<file path="src/rtl/axis_pkt_gen_if.sv">
// AXI-Stream style payload/handshake bundle between the packet generator and its sink.
interface axis_pkt_gen_if #(
  parameter int unsigned DSIZE = 8
);
  logic [DSIZE-1:0] axis_tdata;
  logic             axis_tvalid;
  logic             axis_tready;
  logic             axis_tlast;

  modport master (
    output axis_tdata,
    output axis_tvalid,
    output axis_tlast,
    input  axis_tready
  );

  modport slave (
    input  axis_tdata,
    input  axis_tvalid,
    input  axis_tlast,
    output axis_tready
  );
endinterface

</file>
<file path="src/rtl/axis_pkt_gen.sv">
// Packet generator: emits counting-pattern packets of pkt_len beats, optionally
// separated by gap_len idle cycles. Build macro AXIS_PKT_GEN_GAP_EN enables the
// inter-packet GAP state; without it gap_len is ignored and packets run back-to-back.
module axis_pkt_gen #(
  parameter int unsigned DSIZE = 8,
  parameter int unsigned LSIZE = 10,
  parameter int unsigned GSIZE = 8
) (
  input  logic              clock,
  input  logic              rst_n,
  input  logic              enable,
  input  logic [LSIZE-1:0]  pkt_len,
  input  logic [GSIZE-1:0]  gap_len,
  axis_pkt_gen_if.master    axis,
  output logic [15:0]       pkt_cnt,
  output logic              busy
);

  localparam int unsigned CSIZE = 16;

`ifdef AXIS_PKT_GEN_GAP_EN
  typedef enum logic [1:0] {IDLE = 2'd0, SEND = 2'd1, GAP = 2'd2} state_t;
`else
  typedef enum logic [1:0] {IDLE = 2'd0, SEND = 2'd1} state_t;
`endif

  state_t           state_q, state_d;
  logic [LSIZE-1:0] beat_q, beat_d;
  logic [LSIZE-1:0] last_q, last_d;
  logic [CSIZE-1:0] pkt_cnt_q, pkt_cnt_d;
  logic [DSIZE-1:0] tdata_q, tdata_d;
  logic             tvalid_q, tvalid_d;
  logic             tlast_q, tlast_d;
  logic             busy_q, busy_d;
  logic             start;

`ifdef AXIS_PKT_GEN_GAP_EN
  logic [GSIZE-1:0] gap_q, gap_d;
  logic [GSIZE-1:0] gap_cnt_q, gap_cnt_d;
`else
  logic unused_gap_len;
  assign unused_gap_len = ^gap_len;
`endif

  // Next-state, counters and registered-output values
  always_comb begin
    state_d   = state_q;
    beat_d    = beat_q;
    last_d    = last_q;
    pkt_cnt_d = pkt_cnt_q;
    start     = 1'b0;
`ifdef AXIS_PKT_GEN_GAP_EN
    gap_d     = gap_q;
    gap_cnt_d = gap_cnt_q;
`endif

    case (state_q)
      IDLE: begin
        if (enable) start = 1'b1;
      end
      SEND: begin
        if (tvalid_q && axis.axis_tready) begin
          if (tlast_q) begin
            pkt_cnt_d = pkt_cnt_q + CSIZE'(1);
`ifdef AXIS_PKT_GEN_GAP_EN
            if (gap_q != '0) begin
              state_d   = GAP;
              gap_cnt_d = gap_q - GSIZE'(1);
            end else if (enable) begin
              start = 1'b1;
            end else begin
              state_d = IDLE;
            end
`else
            if (enable) start = 1'b1;
            else        state_d = IDLE;
`endif
          end else begin
            beat_d = beat_q + LSIZE'(1);
          end
        end
      end
`ifdef AXIS_PKT_GEN_GAP_EN
      GAP: begin
        if (gap_cnt_q == '0) begin
          if (enable) start = 1'b1;
          else        state_d = IDLE;
        end else begin
          gap_cnt_d = gap_cnt_q - GSIZE'(1);
        end
      end
`endif
      default: state_d = IDLE;
    endcase

    // Latch point: capture length (0 treated as 1) and gap for the new packet
    if (start) begin
      state_d = SEND;
      beat_d  = '0;
      last_d  = (pkt_len == '0) ? '0 : pkt_len - LSIZE'(1);
`ifdef AXIS_PKT_GEN_GAP_EN
      gap_d   = gap_len;
`endif
    end

    tvalid_d = (state_d == SEND);
    tdata_d  = tvalid_d ? DSIZE'(beat_d) : '0;
    tlast_d  = tvalid_d && (beat_d == last_d);
    busy_d   = (state_d != IDLE);
  end

  // State and output registers, cleared asynchronously so reset aborts a packet at once
  always_ff @(posedge clock or negedge rst_n) begin
    if (!rst_n) begin
      state_q   <= IDLE;
      beat_q    <= '0;
      last_q    <= '0;
      pkt_cnt_q <= '0;
      tdata_q   <= '0;
      tvalid_q  <= 1'b0;
      tlast_q   <= 1'b0;
      busy_q    <= 1'b0;
`ifdef AXIS_PKT_GEN_GAP_EN
      gap_q     <= '0;
      gap_cnt_q <= '0;
`endif
    end else begin
      state_q   <= state_d;
      beat_q    <= beat_d;
      last_q    <= last_d;
      pkt_cnt_q <= pkt_cnt_d;
      tdata_q   <= tdata_d;
      tvalid_q  <= tvalid_d;
      tlast_q   <= tlast_d;
      busy_q    <= busy_d;
`ifdef AXIS_PKT_GEN_GAP_EN
      gap_q     <= gap_d;
      gap_cnt_q <= gap_cnt_d;
`endif
    end
  end

  assign axis.axis_tdata  = tdata_q;
  assign axis.axis_tvalid = tvalid_q;
  assign axis.axis_tlast  = tlast_q;
  assign pkt_cnt          = pkt_cnt_q;
  assign busy             = busy_q;

endmodule

</file>
<file path="src/flat_wrapper.sv">
// flat-port wrapper written by rule: the top's interface ports become plain ports
module axis_pkt_gen_flat 
#(
  parameter int unsigned DSIZE = 8,
  parameter int unsigned LSIZE = 10,
  parameter int unsigned GSIZE = 8
)
  (clock, rst_n, enable, pkt_len, gap_len, pkt_cnt, busy, axis_axis_tdata, axis_axis_tvalid, axis_axis_tlast, axis_axis_tready);
  axis_pkt_gen_if #(.DSIZE(DSIZE)) axis_i ();
  input  logic clock;
  input  logic rst_n;
  input  logic enable;
  input  logic [LSIZE-1:0] pkt_len;
  input  logic [GSIZE-1:0] gap_len;
  output logic [15:0] pkt_cnt;
  output logic busy;
  output wire logic [$bits(axis_i.axis_tdata)-1:0] axis_axis_tdata;
  output wire logic [$bits(axis_i.axis_tvalid)-1:0] axis_axis_tvalid;
  output wire logic [$bits(axis_i.axis_tlast)-1:0] axis_axis_tlast;
  input wire logic [$bits(axis_i.axis_tready)-1:0] axis_axis_tready;
  assign axis_axis_tdata = axis_i.axis_tdata;
  assign axis_axis_tvalid = axis_i.axis_tvalid;
  assign axis_axis_tlast = axis_i.axis_tlast;
  assign axis_i.axis_tready = axis_axis_tready;
  axis_pkt_gen #(.DSIZE(DSIZE), .LSIZE(LSIZE), .GSIZE(GSIZE)) u_core (.clock(clock), .rst_n(rst_n), .enable(enable), .pkt_len(pkt_len), .gap_len(gap_len), .axis(axis_i), .pkt_cnt(pkt_cnt), .busy(busy));
endmodule
</file>
<file path="config.mk">
export PLATFORM = sky130hd
export DESIGN_NAME = axis_pkt_gen_flat
export DESIGN_NICKNAME = d
export VERILOG_FILES = /design/src/rtl/axis_pkt_gen_if.sv /design/src/rtl/axis_pkt_gen.sv /design/src/flat_wrapper.sv
export SDC_FILE = /design/constraint.sdc
export NUM_CORES = 1
export LEC_CHECK = 0
export BUFFER_PORTS_ARGS = -buffer_cell sky130_fd_sc_hd__buf_4
export CAP_MARGIN = 20
export CORE_MARGIN = 4
export CORE_UTILIZATION = 51
export DETAILED_ROUTE_END_ITERATION = 6
export PLACE_DENSITY_LB_ADDON = 0.3
export SETUP_SLACK_MARGIN = 0.5
export SYNTH_ARGS = -nofsm -noshare
export SYNTH_HDL_FRONTEND = slang
export SYNTH_SLANG_ARGS = --single-unit
</file>
<file path="constraint.sdc">
create_clock -name clock -period 4.2 [get_ports clock]
set_input_delay 0.84 -clock clock [delete_from_list [all_inputs] [get_ports clock]]
set_output_delay 0.84 -clock clock [all_outputs]
set_load 0.05 [all_outputs]
</file>
Word level (Yosys, flattened, before mapping)
Cells that the tools add are included.

Register bits: 49. Input port bits: 22. Output and inout bits: 27. Word-level logic and storage cells: 36.

Add/subtract/negate cells: 3. Eq/ne operators: 3. Multiplexer cells: 16. Reduce and logical (&&, ||, !) cells: 6.

Operators by type and width (number): 2-to-1 mux 10 bit (6); adder 16 x 1 -> 16 bit, second input constant (1); adder 10 x 1 -> 10 bit, second input constant (1); equality test 10 bit (1); logical NOT 10 bit (1); subtractor 10 x 1 -> 10 bit, second input constant (1); 2-to-1 mux 2 bit (4); 2-to-1 mux 8 bit (1); equality test 2 x 1 -> 1 bit, second input constant (2); one-hot mux 2 bit (2 select lines) (1); 2-to-1 mux 1 bit (3); AND reduction 3 bit (1); logical AND 1 bit (2); logical NOT 2 bit (1); one-hot mux 1 bit (2 select lines) (1); nonzero test 2 bit (1).

Depth between registers and ports, before layout
Gate-level depths: netlist (run 1).

Depth after elaboration: 7. Gate-level depth with buffers: 9. Mapped depth without buffers: 9.

Worst setup path after synthesis (run 1)
No wires, ideal clock.

Kind: input to register. Start: input port pkt_len[0]. End: register u_core.tlast_q (netlist: u_core.axis.axis_tlast). Library setup time: 0.101 ns. Arrival time: 2.205 ns. Required time: 4.099 ns. Slack: 1.894 ns. Stages on the path: 9. Buffers on the path: 0. Cell sequence: inv_1 -> ha_1 -> nor2b_1 -> nand3_1 -> nand2_4 -> o21ai_4 -> xor2_1 -> o2111ai_1 -> nor4_1.

Cells in the longest elaborated chain, start to end: 5. Elaborated cells between the ends (all ways): 6. Classes of those cells: add/sub (1); eq/ne (1); mux (2); reduce/logical (2).

Ends and longest elaborated chain: from (decl) (RTL line flat_wrapper.sv:13) `input logic [LSIZE-1:0] pkt_len;`; subtractor 10 x 1 -> 10 bit / logical NOT 10 bit (equally long branches) (RTL line axis_pkt_gen.sv:100) `last_d = (pkt_len == '0) ? '0 : pkt_len - LSIZE'(1);`; 2-to-1 mux 10 bit (*) (RTL line axis_pkt_gen.sv:100); 2-to-1 mux 10 bit (*) (RTL line axis_pkt_gen.sv:97) `if (start) begin`; named net u_core.last_d[5] (RTL line axis_pkt_gen.sv:29) `logic [LSIZE-1:0] last_q, last_d;`; equality test 10 bit (*) (RTL line axis_pkt_gen.sv:108) `tlast_d = tvalid_d && (beat_d == last_d);`; logical AND 1 bit (*) (RTL line axis_pkt_gen.sv:108); named net u_core.tlast_d (RTL line axis_pkt_gen.sv:33) `logic tlast_q, tlast_d;`; to (signal assigned) (RTL line axis_pkt_gen.sv:134) `tlast_q <= tlast_d;`; to (decl) (RTL line axis_pkt_gen.sv:33).

Mark *: on every way through the listed nets, which the timed path passes. The rest lies on a longest branch. A chain may end at the register's enable or synchronous reset.

Worst setup path after layout (run 1)
Start: input port axis_axis_tready. End: register u_core.tlast_q (netlist: u_core.axis.axis_tlast).

Cells in the longest elaborated chain, start to end: 6. Elaborated cells between the ends (all ways): 13. Classes of those cells: eq/ne (2); mux (9); reduce/logical (2).

Ends and longest elaborated chain: from (decl) (RTL line flat_wrapper.sv:20) `input wire logic [$bits(axis_i.axis_tready)-1:0] axis_axis_tready;`; logical AND 1 bit (RTL line axis_pkt_gen.sv:62) `if (tvalid_q && axis.axis_tready) begin`; 2-to-1 mux 1 bit (RTL line axis_pkt_gen.sv:62); one-hot mux 1 bit (2 select lines) (RTL line axis_pkt_gen.sv:57) `case (state_q)`; 2-to-1 mux 10 bit (RTL line axis_pkt_gen.sv:97); named net u_core.last_d[5] (RTL line axis_pkt_gen.sv:29); equality test 10 bit (RTL line axis_pkt_gen.sv:108); logical AND 1 bit (RTL line axis_pkt_gen.sv:108); named net u_core.tlast_d (RTL line axis_pkt_gen.sv:33).

The timed path passes the listed nets, and every way through them passes these cells.

==> run_results.csv, run 1 <==
group,metric,value,unit
outcome,outcome,"finished clean",
synth,yosysUniqueCellTypes,43,
setup_path,crit_path_start_kind,"input port",
floorplan,initial_core_util,54.28,%
sta,maxSlewHeadroom,53.21,%
sta,tightest_slew,699.6,ps
place,io_buffers,40,
layout,area_delta_synth_final,19.84,%
global_routing,overflow,0,
setup_path,r2r_cells,7,
routing,drt_iter0_drc,65,
clocking,clk_latency,300,ps
clocking,clock_sinks,49,
clocking,numCtsBuffers,5,
clocking,clk_path_buf_depth,2,
worst_hold_path,whs_endpoint,"u_core.pkt_cnt[15]$_DFFE_PN0P_",
worst_hold_path,min_path_type,"reg -> reg",
sta,rsz0062_at_grt,"false",
sta,setup_violations,0,
routing,vias,1804,
floorplan,die-area,0.005930,mm2
setup_path,criticalPathCategory,"in -> reg",
setup_path,cp_data_arrival_time,2620,ps
sta,finalCriticalPeriod,2409,ps
global_routing,first_global_vias,1788,
global_routing,antenna_found_initial,0,
sta,report.final.slew_viol_count,0,
setup_path,r2r-end,"u_core.axis.axis_tlast$_DFF_PN0_",
synth,mappedNetlistArea,0.002429,mm2
layout,fill_cells,374,
routing,vias_per_cell,5.353,
global_routing,grt_pass1_wl,8114,um
synth,synthArstFlopShare,100.0,%
sta,min_period_over_period,57.35,%
layout,regArea,0.001226,mm2
place,hpwl,3503,um
floorplan,rows,24,
setup_path,ff2ff_setup_slack,1890,ps
place,gp_congestion,0.8200,
synth,yosysSeqAreaShare,50.49,%
synth,ys_ff_latch,49,
synth,yosys_warnings,0,
run,max_cap_viol_count,0,
floorplan,die_y,77.01,um
clocking,clock_tree.root_cell,"clkbuf_8",
sta,finalSetupTns,0,ps
synth,synthFlopType,"dfrtp_1",
routing,post_drt_wl_per_cell,13.80,um
clocking,cts_tree,"yes",
pwr,power_density,353.3,mW/mm2
clocking,cts.repair.resized,0,
setup_path,worstSetupEndpointType,"flip-flop",
routing,drcViolationCount,0,
setup_path,crit_fanout,16,
pwr,ir_drop,0.1332,mV
clocking,holdBufCountCts,0,
sta,fmaxAchievable,415.1,MHz
worst_hold_path,hold_depth,1,
global_routing,met3_usage,3.864,%
setup_path,cp.required,4410,ps
clocking,clk_pin_slew_worst_paths,90,ps
clocking,h-tree-depth,2,
synth,synth.avg_cell_area,10.08,um2
layout,drive_gt1_share,18.95,%
global_routing,grt.total_usage,16.94,%
synth,synth_nets,266,
sta,hold_viol_final,0,
routing,totalWireLength,4651,um
global_routing,grt_use_met1,20.59,%
routing,ant_nets,0,
clocking,post_cts_buffers,0,
sta,fin_skew,7.534,ps
global_routing,grt_max_degree,50,
pwr,leakagePower,1.415,nW
sta,holdWs,480.8,ps
synth,syn_inst,241,
layout,multiInputGateArea,0.001159,mm2
global_routing,busiest_layer,"met2",
layout,fin_nets,309,
setup_path,reg2reg_from,"u_core.axis.axis_tlast$_DFF_PN0_",
synth,synth_edf_count,0,
worst_hold_path,hold_start,"u_core.pkt_cnt[15]$_DFFE_PN0P_",
layout,diodes,0,
global_routing,grtUsageMet2,29.18,%
floorplan,num_io_pins,49,
floorplan,core,0.004474,mm2
floorplan,die_x,77.01,um
routing,drtPass1Iterations,4,
## worst max-delay path by stage
stage                                start  cells after the start  slack [ps]                          endpoint
after floorplan                 pkt_len[0]                      9        1890  u_core.axis.axis_tlast$_DFF_PN0_
after global placement    axis_axis_tready                      8        1440  u_core.axis.axis_tlast$_DFF_PN0_
after detailed placement  axis_axis_tready                      8        1450  u_core.axis.axis_tlast$_DFF_PN0_
after CTS                 axis_axis_tready                      8        1760  u_core.axis.axis_tlast$_DFF_PN0_
after global routing      axis_axis_tready                      8        1620  u_core.axis.axis_tlast$_DFF_PN0_
final                     axis_axis_tready                      8        1790  u_core.axis.axis_tlast$_DFF_PN0_
## state kept, by name (all words and copies together), names as in the netlist
name / count
u_core.busy: 1
u_core.last_q: 10
u_core.state_q: 2
u_core.axis.axis_tvalid: 1
u_core.axis.axis_tdata: 8
u_core.pkt_cnt: 16
u_core.beat_q: 10
u_core.axis.axis_tlast: 1
## placed cells by master, fill, tap and decap left out, types with 2 or more instances in the layout
master      n
nor2b_1     4
and3_1      7
xor2_1     11
o21ai_1     2
nand3_1     9
a21oi_1     4
mux2i_1     7
nor4_1      3
xnor2_1    24
nand2_1    25
nand4_1     6
a31oi_1     4
bufinv_16   2
buf_4      40
nor2_1     29
nor3_1      6
dfrtp_1    49
clkbuf_8    5
ha_1        3
and2_1      3
inv_1       7
nand2b_1    3
o21ai_0     8
nand4b_1    3
nor3b_1     2
## cell type report
class / count / area share, %
repair buffers: 40 / 10.32
clock inverters: 3 / 2.236
well taps: 52 / 2.236
multi-input cells: 181 / 39.81
inverters: 7 / 0.9028
flip-flops and latches: 49 / 42.13
clock buffers: 5 / 2.365
## metrics by stage
stage	power, mW	worst slack [ps]	cell area, um2	std cells	util (%)
6_report	1.028	1791	2910	337	65.04
5_1_grt	1.077	1620	2910	337	65.04
4_1_cts	1.037	1761	2910	337	65.04
3_5_place_dp	0.6528	1446	2776	329	62.05
3_3_place_gp	0.6478	1436	2776	329	62.05
2_1_floorplan	0.6075	1894	2429	241	-
## logic make-up after synthesis
kind of cell	share of synthesized area (%)
and+or+nand+nor	22.67
DFF	50.49
other	0.1544
AOI/OAI and AO/OA	7.368
xor gates and xnor gates	12.62
muxes	3.349
buffers and inverters	1.803
adders and majority gates	1.546
## per-layer routing
layer / vias to the layer above / share of wire, %
met4: 0 / 1.8
met1: 836 / 45
met3: 10 / 5.4
met2: 45 / 48
met5: - / 0
li1: 913 / -
## Yosys cell counts, drive strengths merged, types with 2 or more instances
cell     n  area share, %
nand2b   3           0.77
ha       3            1.5
nor2b    4            1.0
nand2   27            4.6
xnor2   24            8.7
inv      7            1.1
and2     3           0.77
nor3     6            1.2
dfrtp   49             50
buf      3           0.57
nor2    29            4.5
nand4    6            1.5
o21ai   11            2.7
nor3b    2           0.62
a31oi    4            1.0
nor4     3           0.77
xor2    11            4.0
a21oi    4           0.82
and3     7            1.8
mux2i    7            2.9
nand3   10            2.3
nand4b   3            1.1
## critical path: stages
cell       delay [ps]
buf_4             100
nand3_2           100
a211oi_4          660
nand2_4           160
o21ai_4           200
xor2_1            160
o2111ai_1         120
nor4_1            270
## report_power, final
group / total (mW) / internal (mW) / switching (mW)
combinational: 0.126 / 0.0516 / 0.0740
sequential: 0.516 / 0.496 / 0.0198
clock: 0.386 / 0.236 / 0.150
total: 1.03 / 0.784 / 0.244
(Power assumes the default switching activity.)
==> run 2, diff against run 1 <==
--- a/config.mk
+++ b/config.mk
@@ -5,6 +5,7 @@
 export SDC_FILE = /design/constraint.sdc
 export NUM_CORES = 1
 export LEC_CHECK = 0
+export ABC_AREA = 1
 export BUFFER_PORTS_ARGS = -buffer_cell sky130_fd_sc_hd__buf_4
 export CAP_MARGIN = 20
 export CORE_MARGIN = 4
==> constraint.sdc (replaced) <==
create_clock -name clock -period 2.45 [get_ports clock]
set_input_delay 0.49 -clock clock [delete_from_list [all_inputs] [get_ports clock]]
set_output_delay 0.49 -clock clock [all_outputs]
set_load 0.05 [all_outputs]
==> run 2 against run 1 <==
  * Worst setup slack worse by 1200 ps
  * Synthesized cell count up 38%
  * Cell count up 33%
  * First-iteration DRC count rose by 31%
==> run_results.csv, run 2 <==
group,metric,value,unit
routing,ant_nets,0,
layout,largest_reg_flops,16,
sta,holdWs,190.0,ps
pwr,power,1.580,mW
worst_hold_path,min_path_type,"in -> async",
setup_path,cp.required,2680,ps
routing,drt_iter0_drc,85,
clocking,h-tree-depth,2,
clocking,numCtsBuffers,5,
synth,yosys-top-cells-count,"nand2_1 (103), dfrtp_1 (49), inv_1 (48), nor2_1 (37), nand3_1 (30)",
setup_path,r2r_cells,11,
sta,finalSetupTns,0,ps
synth,mappedNetlistArea,0.002575,mm2
sta,fin_skew,4.432,ps
global_routing,overflow,0,
synth,synth_nets,357,
routing,vias_per_cell,4.828,
routing,post_drt_wl_per_cell,11.22,um
setup_path,crit_path_start_kind,"input port",
place,gp_congestion,0.7841,
layout,fin_nets,404,
synth,synthFlopType,"dfrtp_1",
sta,finalCriticalPeriod,1811,ps
synth,synth.avg_cell_area,7.756,um2
synth,synth_edf_count,0,
synth,yosysMostFrequentCell,"nand2_1",
sta,fmaxAchievable,552.3,MHz
setup_path,ff2ff_setup_slack,670,ps
layout,final_cell_area,0.003055,mm2
sta,rsz0062_at_grt,"false",
routing,drtPass1Iterations,5,
synth,synth_top_area_cell,"dfrtp_1",
synth,synth_top_area_share,47.62,%
sta,hold_viol_final,0,
clocking,clk_latency,300,ps
pwr,power_density,517.1,mW/mm2
global_routing,grt_max_degree,50,
setup_path,worstSetupEndpointType,"flip-flop",
run,max_cap_viol_count,0,
synth,ys_ff_latch,49,
layout,diodes,0,
layout,drive_gt1_share,19.21,%
pwr,leakagePower,1.745,nW
floorplan,num_io_pins,49,
synth,yosys_warnings,0,
clocking,clk_pin_slew_worst_paths,90,ps
global_routing,grt_pass1_wl,8418,um
floorplan,die_y,79.06,um
layout,fin_cells,447,
setup_path,crit_fanout,6,
clocking,clk_path_buf_depth,2,
layout,area_delta_synth_final,18.66,%
synth,synthArstFlopShare,100.0,%
routing,totalWireLength,5015,um
sta,setup_violations,0,
place,dp_cells,438,
setup_path,reg2reg_from,"u_core.state_q[1]$_DFF_PN0_",
floorplan,initial_core_util,53.45,%
pwr,ir_drop,0.2074,mV
synth,synth_area_leaders,"dfrtp_1 (48%), nand2_1 (15%), inv_1 (7.0%)",
synth,yosysUniqueCellTypes,25,
setup_path,cp_data_arrival_time,2040,ps
sta,min_period_over_period,73.90,%
clocking,cts_tree,"yes",
sta,maxSlewHeadroom,59.98,%
setup_path,crit_end,"u_core.axis.axis_tlast$_DFF_PN0_",
global_routing,first_global_vias,1975,
floorplan,die-area,0.006250,mm2
place,dpl_cell_area,0.002953,mm2
layout,layout_common_cells,"nand2_1 (101), dfrtp_1 (49), inv_1 (48)",
layout,final_common_cell,"nand2_1",
floorplan,rows,25,
place,hpwl,3895,um
synth,yosysSeqAreaShare,47.62,%
clocking,clock_tree.root_cell,"clkbuf_8",
routing,vias,2158,
place,io_buffers,40,
setup_path,criticalPathCategory,"in -> reg",
setup_path,r2r-end,"u_core.axis.axis_tlast$_DFF_PN0_",
floorplan,core,0.004817,mm2
global_routing,antenna_found_initial,0,
setup_path,critPathLaunch,"pkt_len[0]",
sta,report.final.slew_viol_count,0,
clocking,clock_sinks,49,
floorplan,die_x,79.06,um
outcome,outcome,"finished clean",
global_routing,grt.total_usage,17.10,%
synth,syn_inst,332,
sta,tightest_slew,600.2,ps
routing,drcViolationCount,0,
clocking,holdBufCountCts,0,
[run 2: timing repair]
action                     4_1_cts  5_1_grt
setup endpoints to repair        0        1
gates resized for setup          0        3
setup buffers                    0        1
[run 2: critical path, cell delays in order]
cell and delay, ps:
buf_4 100, inv_1 100, ha_1 200, nand2_1 140, nor2_2 190, nand2_2 120
nand3b_1 140, nand2_1 90, nand2_1 60, nand2_1 50, nor2_1 120, nand3_1 90
nor2_1 140
[run 2: kinds of logic after synthesis]
kind of cell | after synthesis | share of synthesized area [%]
AOI/OAI and AO/OA | 7 | 1.360
xor gates and xnor gates | 16 | 5.442
adders and majority gates | 3 | 1.458
buffers and inverters | 53 | 8.115
DFF | 49 | 47.62
muxes | 1 | 0.4373
other | 1 | 0.1456
and+or+nand+nor | 202 | 35.42
[run 2: layer usage]
layer  global-route usage, %  up-vias  part of all wire, %
li1                        -     1117                    -
met1                   18.96      989                   43
met2                   32.24       45                   50
met3                   3.515        7                  4.9
met4                   5.670        0                  1.6
met5                       0        -                    0
[run 2: worst min path at each step]
stage	startpoint	end	depth (start not counted)
floorplan	rst_n	u_core.axis.axis_tdata[0]$_DFF_PN0_	0
global placement	u_core.pkt_cnt[15]$_DFFE_PN0P_	u_core.pkt_cnt[15]$_DFFE_PN0P_	1
detailed placement	u_core.pkt_cnt[15]$_DFFE_PN0P_	u_core.pkt_cnt[15]$_DFFE_PN0P_	1
CTS	rst_n	u_core.pkt_cnt[2]$_DFFE_PN0P_	1
global route	rst_n	u_core.pkt_cnt[10]$_DFFE_PN0P_	1
finish	rst_n	u_core.pkt_cnt[2]$_DFFE_PN0P_	1
[run 2: metrics by stage]
stage	setup WS, ps	utilization [%]
after CTS	576.9	63.09
after detailed placement	303.2	61.30
after global routing	509.5	63.43
final	639.3	63.43
after floorplan	502.0	-
after global placement	386.0	61.30
[run 2: layout make-up]
class | instances | area (um2)
Timing Repair Buffer | 43 | 326.6
Clock inverter | 3 | 17.52
Inverter | 50 | 187.7
Clock buffer | 5 | 68.82
Multi-Input combinational cell | 230 | 1145
Sequential cell | 49 | 1226
Fill cell | 440 | 1762
Tap cell | 67 | 83.83
[run 2: power breakdown]
part	leakage (nW)	switching (mW)	internal, mW	total [mW]
Sequential	0.659	0.0215	0.852	0.874
Clock	0.0439	0.264	0.197	0.462
Combinational	1.04	0.160	0.0846	0.244
==> run 3, diff against run 2 <==
==> constraint.sdc (replaced) <==
create_clock -name clock -period 1.7 [get_ports clock]
set_input_delay 0.34 -clock clock [delete_from_list [all_inputs] [get_ports clock]]
set_output_delay 0.34 -clock clock [all_outputs]
set_load 0.05 [all_outputs]
==> run 3 against run 2 <==
  * Die area unchanged
  * Non-clock buffer count rose by 51
  * The run now ends with negative setup slack left
  * Clock power grew 97%
  * Cell count increased by 11%
  * Worst setup slack worse by 950 ps
  * Final area up 37%
  * Sequential cell count unchanged
  * Largest cell class is now multi-input combinational cells
  * Sequential share of layout area is 11 points lower
  * Hold slack got worse by 170 ps
  * Via count grew 32%
  * Critical path depth decreased by 4
  * Combinational power is 140% higher
==> run_results.csv, run 3 (same netlist as run 2, synthesis figures left out) <==
group,metric,value,unit
sta,setup_violations,8,
setup_path,cp_data_arrival_time,2210,ps
setup_path,crit_fanout,5,
pwr,p_sw,0.8526,mW
clocking,clock_tree.root_cell,"clkbuf_8",
routing,post_drt_wl_per_cell,19.66,um
layout,post-route-util,87.06,%
global_routing,overflow,0,
sta,holdWs,22.52,ps
clocking,clock_sinks,49,
global_routing,grt.total_usage,22.64,%
layout,layout_common_cells,"nand2_1 (79), buf_4 (49), inv_1 (37)",
sta,finalCriticalPeriod,2011,ps
routing,totalWireLength,9789,um
run,max_cap_viol_count,0,
routing,vias,2839,
setup_path,worstSetupEndpointType,"flip-flop",
global_routing,grt_max_degree,50,
global_routing,busiest_layer,"met2",
place,gp_congestion,0.8477,
floorplan,core,0.004817,mm2
setup_path,crit_path_start_kind,"flip-flop",
setup_path,cp.required,1900,ps
sta,rsz0062_at_grt,"true",
sta,fin_skew,13.51,ps
routing,drcViolationCount,0,
pwr,swShare,30.63,%
floorplan,die_y,79.06,um
pwr,leakagePower,2.141,nW
sta,min_period_over_period,118.3,%
sta,hold_viol_final,0,
sta,tightest_slew,634.4,ps
sta,maxSlewHeadroom,57.70,%
pwr,ir_drop,0.5073,mV
global_routing,antenna_found_initial,0,
clocking,clk_path_buf_depth,2,
outcome,violations,"negative setup slack",
place,hpwl,3916,um
clocking,h-tree-depth,2,
clocking,numCtsBuffers,5,
pwr,intPower,1.931,mW
place,io_buffers,40,
layout,diodes,0,
setup_path,criticalPathCategory,"reg -> reg",
sta,fmaxAchievable,497.3,MHz
floorplan,initial_core_util,53.45,%
floorplan,die-area,0.006250,mm2
global_routing,grtUsageMet2,42.34,%
sta,setup_slack,-310.8,ps
sta,report.final.slew_viol_count,0,
clocking,clk_latency,320,ps
routing,vias_per_cell,5.701,
place,dp_cells,452,
routing,drt_iter0_drc,311,
pwr,p_clk_share,32.8,%
floorplan,num_io_pins,49,
pwr,pwr-share-seq,46.0,%
layout,largest_reg_flops,16,
pwr,pwr-share-comb,21.2,%
outcome,outcome,"finished with violations",
layout,fin_cells,498,
clocking,cts_tree,"yes",
global_routing,first_global_vias,2421,
pwr,power_density,663.7,mW/mm2
worst_hold_path,min_path_type,"in -> async",
layout,fin_nets,455,
layout,drive_gt1_share,50.81,%
routing,drtPass1Iterations,6,
global_routing,grt_use_met1,25.33,%
routing,ant_nets,0,
layout,final_common_cell,"nand2_1",
global_routing,grt_pass1_wl,10990,um
layout,final_cell_area,0.004194,mm2
clocking,clk_pin_slew_worst_paths,100,ps
pwr,power,2.783,mW
global_routing,met3_usage,2.834,%
floorplan,die_x,79.06,um
layout,area_delta_synth_final,62.88,%
floorplan,rows,25,
place,dpl_cell_area,0.003131,mm2
run 3: critical path, cell delays in order, from the launching register on:
cell	delay, ps
dfrtp_2	470
inv_2	70
nand2_2	90
nor2_4	180
nand2_2	90
or2_4	260
nor2_4	140
nand3_4	120
nor2_4	150
xor2_1	330
run 3: cell type report:
cell class / instances / area, um2
clock buffers: 6 / 82.58
clock inverters: 2 / 37.54
fillers: 221 / 623.1
inverters: 50 / 200.2
multi-input cells: 230 / 1630
flip-flops and latches: 49 / 1242
well taps: 67 / 83.83
repair buffers: 94 / 917.1
run 3: final timing paths:
kind	from	end	slack, ps	cells after the start
worst min-delay path	rst_n	u_core.pkt_cnt[8]$_DFFE_PN0P_	20	1
worst max-delay path	u_core.state_q[1]$_DFF_PN0_	u_core.pkt_cnt[12]$_DFFE_PN0P_	-310	9
max in group asynchronous	rst_n	u_core.pkt_cnt[5]$_DFFE_PN0P_	1200	1
worst min register to register	u_core.last_q[8]$_DFF_PN0_	u_core.last_q[8]$_DFF_PN0_	520	2
min in group clock	enable	u_core.state_q[0]$_DFF_PN0_	350	3
worst max register to register	u_core.state_q[1]$_DFF_PN0_	u_core.pkt_cnt[12]$_DFFE_PN0P_	-310	9
run 3: power by group through the flow:
stage | sequential (mW) | clock, mW | combinational [mW]
2_1_floorplan | 1.30 | 0 | 0.222
5_1_grt | 1.28 | 0.953 | 0.636
3_5_place_dp | 1.29 | 0 | 0.378
4_1_cts | 1.26 | 0.878 | 0.454
3_3_place_gp | 1.28 | 0 | 0.369
6_report | 1.28 | 0.912 | 0.591
run 3: through the flow:
| step | setup TNS (ps) | setup slack (ps) |
|---|---|---|
| finish | -964.3 | -310.8 |
| global route | -1452 | -341.3 |
| CTS | 0 | 41.08 |
| detailed placement | -80.11 | -80.11 |
| global placement | -42.21 | -42.21 |
| floorplan | -84.83 | -68.00 |
run 3: timing repair:
item / CTS / global route
endpoints found under the hold margin: 0 / 0
pin swaps: 23 / 27
hold buffers: 0 / 0
setup endpoints to repair: 66 / 74
gates resized for setup: 82 / 93
buffers inserted: 23 / 15
run 3: per-layer routing:
layer	vias up	part of all wire, %
li1	1220	-
met1	1368	37
met2	198	50
met3	53	7.9
met4	0	5.7
met5	-	0
